===== src/rtl/sd_ddr_pkg.sv =====
// Shared types and constants for the SD DDR50 DAT transmit path.
package sd_ddr_pkg;

    // Frame phases of one DAT write block
    typedef enum logic [2:0] {
        IDLE,
        PRE,
        STRT,
        DATA,
        CRC,
        ENDB
    } tx_state_t;

    localparam logic [15:0] CRC16_POLY  = 16'h1021;
    localparam int          SD_LANES    = 4;
    localparam logic [3:0]  IDLE_NIBBLE = 4'hF;

endpackage


===== src/rtl/sd_crc16_serial.sv =====
// Bit-serial CRC16-CCITT (x^16+x^12+x^5+1), init 0, one bit per enabled cycle.
module sd_crc16_serial
    import sd_ddr_pkg::*;
(
    input  logic        sclk,
    input  logic        rstb,
    input  logic        clr,
    input  logic        en,
    input  logic        din,
    output logic [15:0] crc
);

    logic fb;

    assign fb = din ^ crc[15];

    // Shift in one payload bit MSB-first; clear takes priority over update
    always_ff @(posedge sclk) begin
        if (!rstb || clr)
            crc <= '0;
        else if (en)
            crc <= {crc[14:0], 1'b0} ^ (fb ? CRC16_POLY : 16'h0000);
    end

endmodule


===== src/rtl/sd_ddr_dat_tx.sv =====
// SD DDR50 write-data transmitter for the 4-bit DAT bus, feeding ODDRX1F D0/D1.
// Frame: preamble, start bit, payload, per-lane/per-edge CRC16, end bit.
// Optional: define SD_DDR_TX_CRC_EN to include the CRC phase; without it
// DATA goes straight to the end bit (bring-up / loopback builds).
module sd_ddr_dat_tx
    import sd_ddr_pkg::*;
#(
    parameter int BLOCK_BYTES = 512
) (
    input  logic                SCLK,
    input  logic                RST,
    input  logic                START,
    input  logic [7:0]          DIN,
    input  logic                DIN_VALID,
    output logic                DIN_READY,
    output logic [SD_LANES-1:0] D0,
    output logic [SD_LANES-1:0] D1,
    output logic                OE,
    output logic                BUSY,
    output logic                DONE,
    output logic                UNDERRUN
);

    localparam int             CW   = $clog2(BLOCK_BYTES + 1);
    localparam logic [CW-1:0]  LAST = CW'(BLOCK_BYTES);

    tx_state_t             state, state_nx;
    logic [CW-1:0]         byte_cnt, byte_cnt_nx;
    logic [SD_LANES-1:0]   d0_nx, d1_nx;
    logic                  oe_nx, done_nx, unr_nx;
    logic                  start_acc;
    logic [7:0]            tx_byte;

    // A missing byte still occupies its slot and is sent (and CRC'd) as zero
    assign tx_byte   = DIN_VALID ? DIN : 8'h00;
    assign start_acc = (state == IDLE) && START;
    assign DIN_READY = (state == STRT) || ((state == DATA) && (byte_cnt != LAST));
    assign BUSY      = (state != IDLE);

`ifdef SD_DDR_TX_CRC_EN
    logic [3:0]                 crc_cnt, crc_cnt_nx;
    logic [SD_LANES-1:0][15:0]  crc_a, crc_b;

    // One generator per lane per clock half; D0 half carries the high nibble
    for (genvar i = 0; i < SD_LANES; i++) begin : g_lane
        sd_crc16_serial u_crc_a (
            .sclk(SCLK), .rstb(RST), .clr(start_acc), .en(DIN_READY),
            .din(tx_byte[4+i]), .crc(crc_a[i])
        );
        sd_crc16_serial u_crc_b (
            .sclk(SCLK), .rstb(RST), .clr(start_acc), .en(DIN_READY),
            .din(tx_byte[i]), .crc(crc_b[i])
        );
    end
`endif

    // Next state and next registered pin values
    always_comb begin
        state_nx    = state;
        byte_cnt_nx = byte_cnt;
        d0_nx       = IDLE_NIBBLE;
        d1_nx       = IDLE_NIBBLE;
        oe_nx       = 1'b1;
        done_nx     = 1'b0;
        unr_nx      = UNDERRUN;
`ifdef SD_DDR_TX_CRC_EN
        crc_cnt_nx  = crc_cnt;
`endif
        if (DIN_READY && !DIN_VALID)
            unr_nx = 1'b1;
        case (state)
            IDLE: begin
                oe_nx = START;
                if (START) begin
                    state_nx = PRE;
                    unr_nx   = 1'b0;
                end
            end
            PRE: begin
                state_nx = STRT;
                d0_nx    = '0;
                d1_nx    = '0;
            end
            STRT: begin
                state_nx    = DATA;
                byte_cnt_nx = CW'(1);
                d0_nx       = tx_byte[7:4];
                d1_nx       = tx_byte[3:0];
            end
            DATA: begin
                if (byte_cnt == LAST) begin
`ifdef SD_DDR_TX_CRC_EN
                    // Generators already hold the full block: last update was the previous edge
                    state_nx   = CRC;
                    crc_cnt_nx = '0;
                    for (int i = 0; i < SD_LANES; i++) begin
                        d0_nx[i] = crc_a[i][15];
                        d1_nx[i] = crc_b[i][15];
                    end
`else
                    state_nx = ENDB;
`endif
                end else begin
                    byte_cnt_nx = byte_cnt + CW'(1);
                    d0_nx       = tx_byte[7:4];
                    d1_nx       = tx_byte[3:0];
                end
            end
`ifdef SD_DDR_TX_CRC_EN
            CRC: begin
                if (crc_cnt == 4'd15) begin
                    state_nx = ENDB;
                end else begin
                    crc_cnt_nx = crc_cnt + 4'd1;
                    for (int i = 0; i < SD_LANES; i++) begin
                        d0_nx[i] = crc_a[i][4'd14 - crc_cnt];
                        d1_nx[i] = crc_b[i][4'd14 - crc_cnt];
                    end
                end
            end
`endif
            ENDB: begin
                state_nx = IDLE;
                oe_nx    = 1'b0;
                done_nx  = 1'b1;
            end
            default: begin
                state_nx = IDLE;
                oe_nx    = 1'b0;
            end
        endcase
    end

    // State, counters and registered pins; reset abandons any block in flight
    always_ff @(posedge SCLK) begin
        if (!RST) begin
            state    <= IDLE;
            byte_cnt <= '0;
            D0       <= IDLE_NIBBLE;
            D1       <= IDLE_NIBBLE;
            OE       <= 1'b0;
            DONE     <= 1'b0;
            UNDERRUN <= 1'b0;
`ifdef SD_DDR_TX_CRC_EN
            crc_cnt  <= '0;
`endif
        end else begin
            state    <= state_nx;
            byte_cnt <= byte_cnt_nx;
            D0       <= d0_nx;
            D1       <= d1_nx;
            OE       <= oe_nx;
            DONE     <= done_nx;
            UNDERRUN <= unr_nx;
`ifdef SD_DDR_TX_CRC_EN
            crc_cnt  <= crc_cnt_nx;
`endif
        end
    end

endmodule


===== config.mk =====
export PLATFORM = sky130hd
export DESIGN_NAME = sd_ddr_dat_tx
export DESIGN_NICKNAME = d
export VERILOG_FILES = /design/src/rtl/sd_ddr_pkg.sv /design/src/rtl/sd_crc16_serial.sv /design/src/rtl/sd_ddr_dat_tx.sv
export SDC_FILE = /design/constraint.sdc
export NUM_CORES = 1
export LEC_CHECK = 0
export BUFFER_PORTS_ARGS = -buffer_cell sky130_fd_sc_hd__buf_4
export CAP_MARGIN = 25
export CORE_ASPECT_RATIO = 0.8
export CORE_UTILIZATION = 40
export DETAILED_ROUTE_END_ITERATION = 8
export GPL_TIMING_DRIVEN = 1
export PLACE_DENSITY = 0.7
export SKIP_CTS_REPAIR_TIMING = 1
export SLEW_MARGIN = 0
export SYNTH_ARGS = -nofsm -noshare
export SYNTH_HDL_FRONTEND = slang
export SYNTH_SLANG_ARGS = --single-unit

===== constraint.sdc =====
create_clock -name SCLK -period 4.85 [get_ports SCLK]
set_clock_uncertainty 0.15 [all_clocks]
set_input_delay 0.2425 -clock SCLK [delete_from_list [all_inputs] [get_ports SCLK]]
set_output_delay 0.2425 -clock SCLK [all_outputs]
set_load 0.01 [all_outputs]

After elaboration in Yosys (flattened, before gate mapping) --
Cells that the tools add are included.
Storage, ports and cells: input port bits 12, register bits after elaboration 24, output and inout bits 13
Operators by class: mux-type cells 15, $add $sub $neg 1, equality and inequality tests 9, reduce and logical (&&, ||, !) cells 10
Operators by type and width (number):
- $pmux 4 s3 | 2
- $pmux 10 s2 | 1
- $pmux 3 s4 | 1
- $add 10x1->10 const B | 1
- $eq 10x10->1 const B | 1
- $mux 10 | 1
- $ne 10x10->1 const B | 1
- $mux 4 | 2
- $mux 8 | 1
- $eq 3x2->1 const B | 2
- $mux 3 | 2
- $mux 1 | 4
- $ne 2x2->1 const B | 2
- $reduce_and 2->1 | 2
- $eq 3x1->1 const B | 1
- $eq 3x3->1 const B | 1
- $logic_not 3->1 | 1
- $reduce_bool 3->1 | 1
- $reduce_or 3->1 | 1
- $logic_and 1x1->1 | 2
- $ne 2x1->1 const B | 1
- $pmux 1 s2 | 1
- $reduce_bool 2->1 | 1
- $logic_not 1->1 | 1
- $logic_or 1x1->1 | 1

Depth between registers and ports, before layout --
depth in word-level cells 7, mapped depth 6

Worst setup path before layout --
No wires, ideal clock.
path type flip-flop to output port, start reg byte_cnt[0], end out DIN_READY, data required time 4458 ps, cell stages (with the launch flop) 6, arrival time 1249 ps, setup slack 3208 ps, path buffers 0, cells stage by stage dfxtp_1 > inv_1 > ha_1 > nor2b_1 > and4_2 > a21oi_1
On the way: cells in the longest elaborated chain, start to end 3
Ends and longest elaborated chain:
- from (decl) | line sd_ddr_dat_tx.sv:28 | logic [CW-1:0] byte_cnt, byte_cnt_nx;
- from (signal assigned) | line sd_ddr_dat_tx.sv:149 | byte_cnt <= byte_cnt_nx;
- $ne 10x10->1 | line sd_ddr_dat_tx.sv:37 | assign DIN_READY = (state == STRT) || ((state == DATA) && (byte_cnt != LAST));
- $logic_and 1x1->1 | line sd_ddr_dat_tx.sv:37
- $logic_or 1x1->1 | line sd_ddr_dat_tx.sv:37
- to (decl) | line sd_ddr_dat_tx.sv:15 | output logic DIN_READY,
Every way passes these cells.

Final worst setup path --
Ends and elaborated chain as after synthesis.

==> flow_summary.json <==
{
  "outcome": "complete, no violations",
  "yosysWarnings": 0,
  "synth_area_um2": 1050,
  "fmax_ghz": 0.473,
  "utilization_pct": 55.0,
  "arrival_ns": 1.72,
  "clk_pin_slew_ns": 0.11,
  "yosys_register_bits": 24,
  "routed_wl_mm": 2.19,
  "grt_pass1_wl_mm": 3.17,
  "finalSetupViolCount": 0,
  "grt.busiest_layer": "met1",
  "first_iter_violations": 22,
  "crit_path_end_kind": "output pin",
  "synth_edf_count": 0,
  "numCtsBuffers": 3,
  "postRouteAntennaNets": 0,
  "worst_ir_drop_vdd_v": 0.000186,
  "dieArea_um2": 2830,
  "ys.flop_type": "dfxtp_1",
  "via_per_inst": 4.86,
  "gp_congestion": 0.782,
  "cp_max_fo": 6,
  "cts_root_buf": "clkbuf_4",
  "rr_worst_depth": 6,
  "min_period_ns": 2.12,
  "fp.dieW_um": 59.3,
  "max_slew.worst_pin.slew_ns": 0.475,
  "rows": 16,
  "rsz0062_at_grt": "no",
  "yosys-top-cells-area": "dfxtp_1 46%, nand2_1 7.9%, a21oi_1 2.9%",
  "cts.sinks": 24,
  "syn2layout_area_growth_pct": 29.0,
  "rrSetupSlack_ns": 3.12,
  "final_cell_mix": "24 x dfxtp_1, 24 x buf_4, 22 x nand2_1, 8 x nor2_1, 8 x dlygate4sd3_1",
  "grt_max_degree": 13,
  "relSlewSlack_pct": 68.3,
  "worstSetupPathType": "reg2out",
  "hold_slack_ns": 0.0210,
  "max-cap-violations": 0,
  "required_ns": 4.46,
  "seq_area_frac_synth_pct": 45.8,
  "die_h_um": 47.8,
  "finalHoldViolations": 0,
  "clock_latency_ns": 0.30,
  "syn_avg_cell_area_um2": 9.21,
  "clock_path_buffers": 2,
  "grt_pass1_vias": 666,
  "cp_slowest_stage_delay_ns": 0.43,
  "synthCells": 114,
  "met1_usage_pct": 22.9,
  "gr-usage-met2_pct": 21.1,
  "drc": 0,
  "path_buf_inv": 2,
  "fillers": 235,
  "grt_use_met3_pct": 4.32,
  "wl_per_cell_um": 12.0,
  "period_share_pct": 43.6,
  "synth.distinct_cells": 36,
  "p_leak_uw": 0.000573,
  "hold_path.class": "in2reg",
  "hold_path_depth": 3,
  "drv_slew": 0,
  "vias": 885,
  "h-tree-depth": 1,
  "synth_top_cell_by_area": "dfxtp_1",
  "async_reset_ff_share_pct": 0,
  "drive_gt1_share_pct": 25.3,
  "cp.depth": 6,
  "nNetsFinal": 162,
  "cpMaxStageDelayCell": "dfxtp_1",
  "start_util_pct": 42.6,
  "crit_path_start_kind": "register",
  "core_um2": 2460,
  "syn_nets": 128,
  "yosysTopAreaCellShare_pct": 45.8,
  "port_buffers": 24,
  "place_hpwl_mm": 1.61,
  "grt-ovfl-total": 0,
  "n_antenna_cell": 0,
  "cp_cell_sequence": "inv_1 -> ha_1 -> nor2b_1 -> and4_2 -> a21oi_1 -> buf_4",
  "crit_family": "flip-flops",
  "cts_tree": "yes",
  "grt_use_total_pct": 15.0,
  "firstDrtPassIters": 4,
  "pin_count": 25,
  "power_density_nw_per_um2": 260,
  "grt_antenna_before_repair": 0,
  "setup_tns_ns": 0
}
[worst paths after layout]
path | end | from
setup / recovery | DIN_READY | byte_cnt[0]
hold / removal | OE | START
setup reg to reg | D1[3] | byte_cnt[0]
hold reg to reg | UNDERRUN | UNDERRUN
[worst reg2reg max path, delay by kind of cell (launching register included)]
kind,cells,cell delay (ns)
simple gates,3,0.49
flops,1,0.43
compound gates,1,0.31
fa+ha+maj,1,0.18
buf+inv,1,0.07
[cell families (layout without fill, tap and decap cells)]
| group | Yosys count | count (layout) | synth area share, % |
|---|---|---|---|
| multiplexers | 2 | 2 | 2.38 |
| adder cells (fa/ha/maj) | 2 | 2 | 2.38 |
| AND/OR/NAND/NOR | 56 | 56 | 29.8 |
| flip-flops | 24 | 24 | 45.8 |
| AO/OA/AOI/OAI | 19 | 19 | 13.1 |
| XOR/XNOR | 3 | 3 | 2.50 |
| buffers and inverters | 8 | 40 | 4.05 |
[per-layer routing]
| metal | routed length (um) | up-vias |
|---|---|---|
| li1 | - | 455 |
| met1 | 1060 | 411 |
| met2 | 1050 | 17 |
| met3 | 70 | 2 |
| met4 | 13 | 0 |
| met5 | 0 | - |
[area by class of cell]
cell class                 count  area, um^2  area share, %
clock buffer                   3        22.5           1.66
tap                           36        45.0           3.33
sequential                    24         480           35.5
inverter                       5        18.8           1.39
timing repair buffer          32         260           19.2
multi-input combinational     82         527           38.9
[sequential cells by signal, indices dropped and copies added, names as in the netlist]
name	cells
D1	4
D0	4
OE	1
byte_cnt	10
UNDERRUN	1
state	3
DONE	1
[cell usage after synthesis, types with 2 or more instances]
| cell | instances |
|---|---|
| dfxtp_1 | 24 |
| nand2_1 | 22 |
| nor2_1 | 8 |
| a21oi_1 | 6 |
| inv_1 | 5 |
| nor3_1 | 5 |
| o21ai_0 | 5 |
| nand3_1 | 4 |
| nor2b_1 | 3 |
| or3_1 | 3 |
| ha_1 | 2 |
| o21ai_2 | 2 |
| xnor2_1 | 2 |
[through the flow]
stage / total power (uW) / cell area (um^2) / instances / setup slack (ns)
final: 351 / 1350 / 182 / 2.73
after global routing: 370 / 1350 / 182 / 2.59
after CTS: 352 / 1270 / 174 / 2.71
after detailed placement: 269 / 1250 / 171 / 3.06
after global placement: 268 / 1250 / 171 / 3.10
after floorplan: 245 / 1050 / 114 / 3.21
[power by group]
part | internal [uW] | leakage (uW) | switching [uW]
Clock | 28.9 | 0.0000138 | 51.9
Sequential | 207 | 0.000196 | 8.82
Combinational | 28.8 | 0.000363 | 26.4
(Power assumes the default switching activity.)
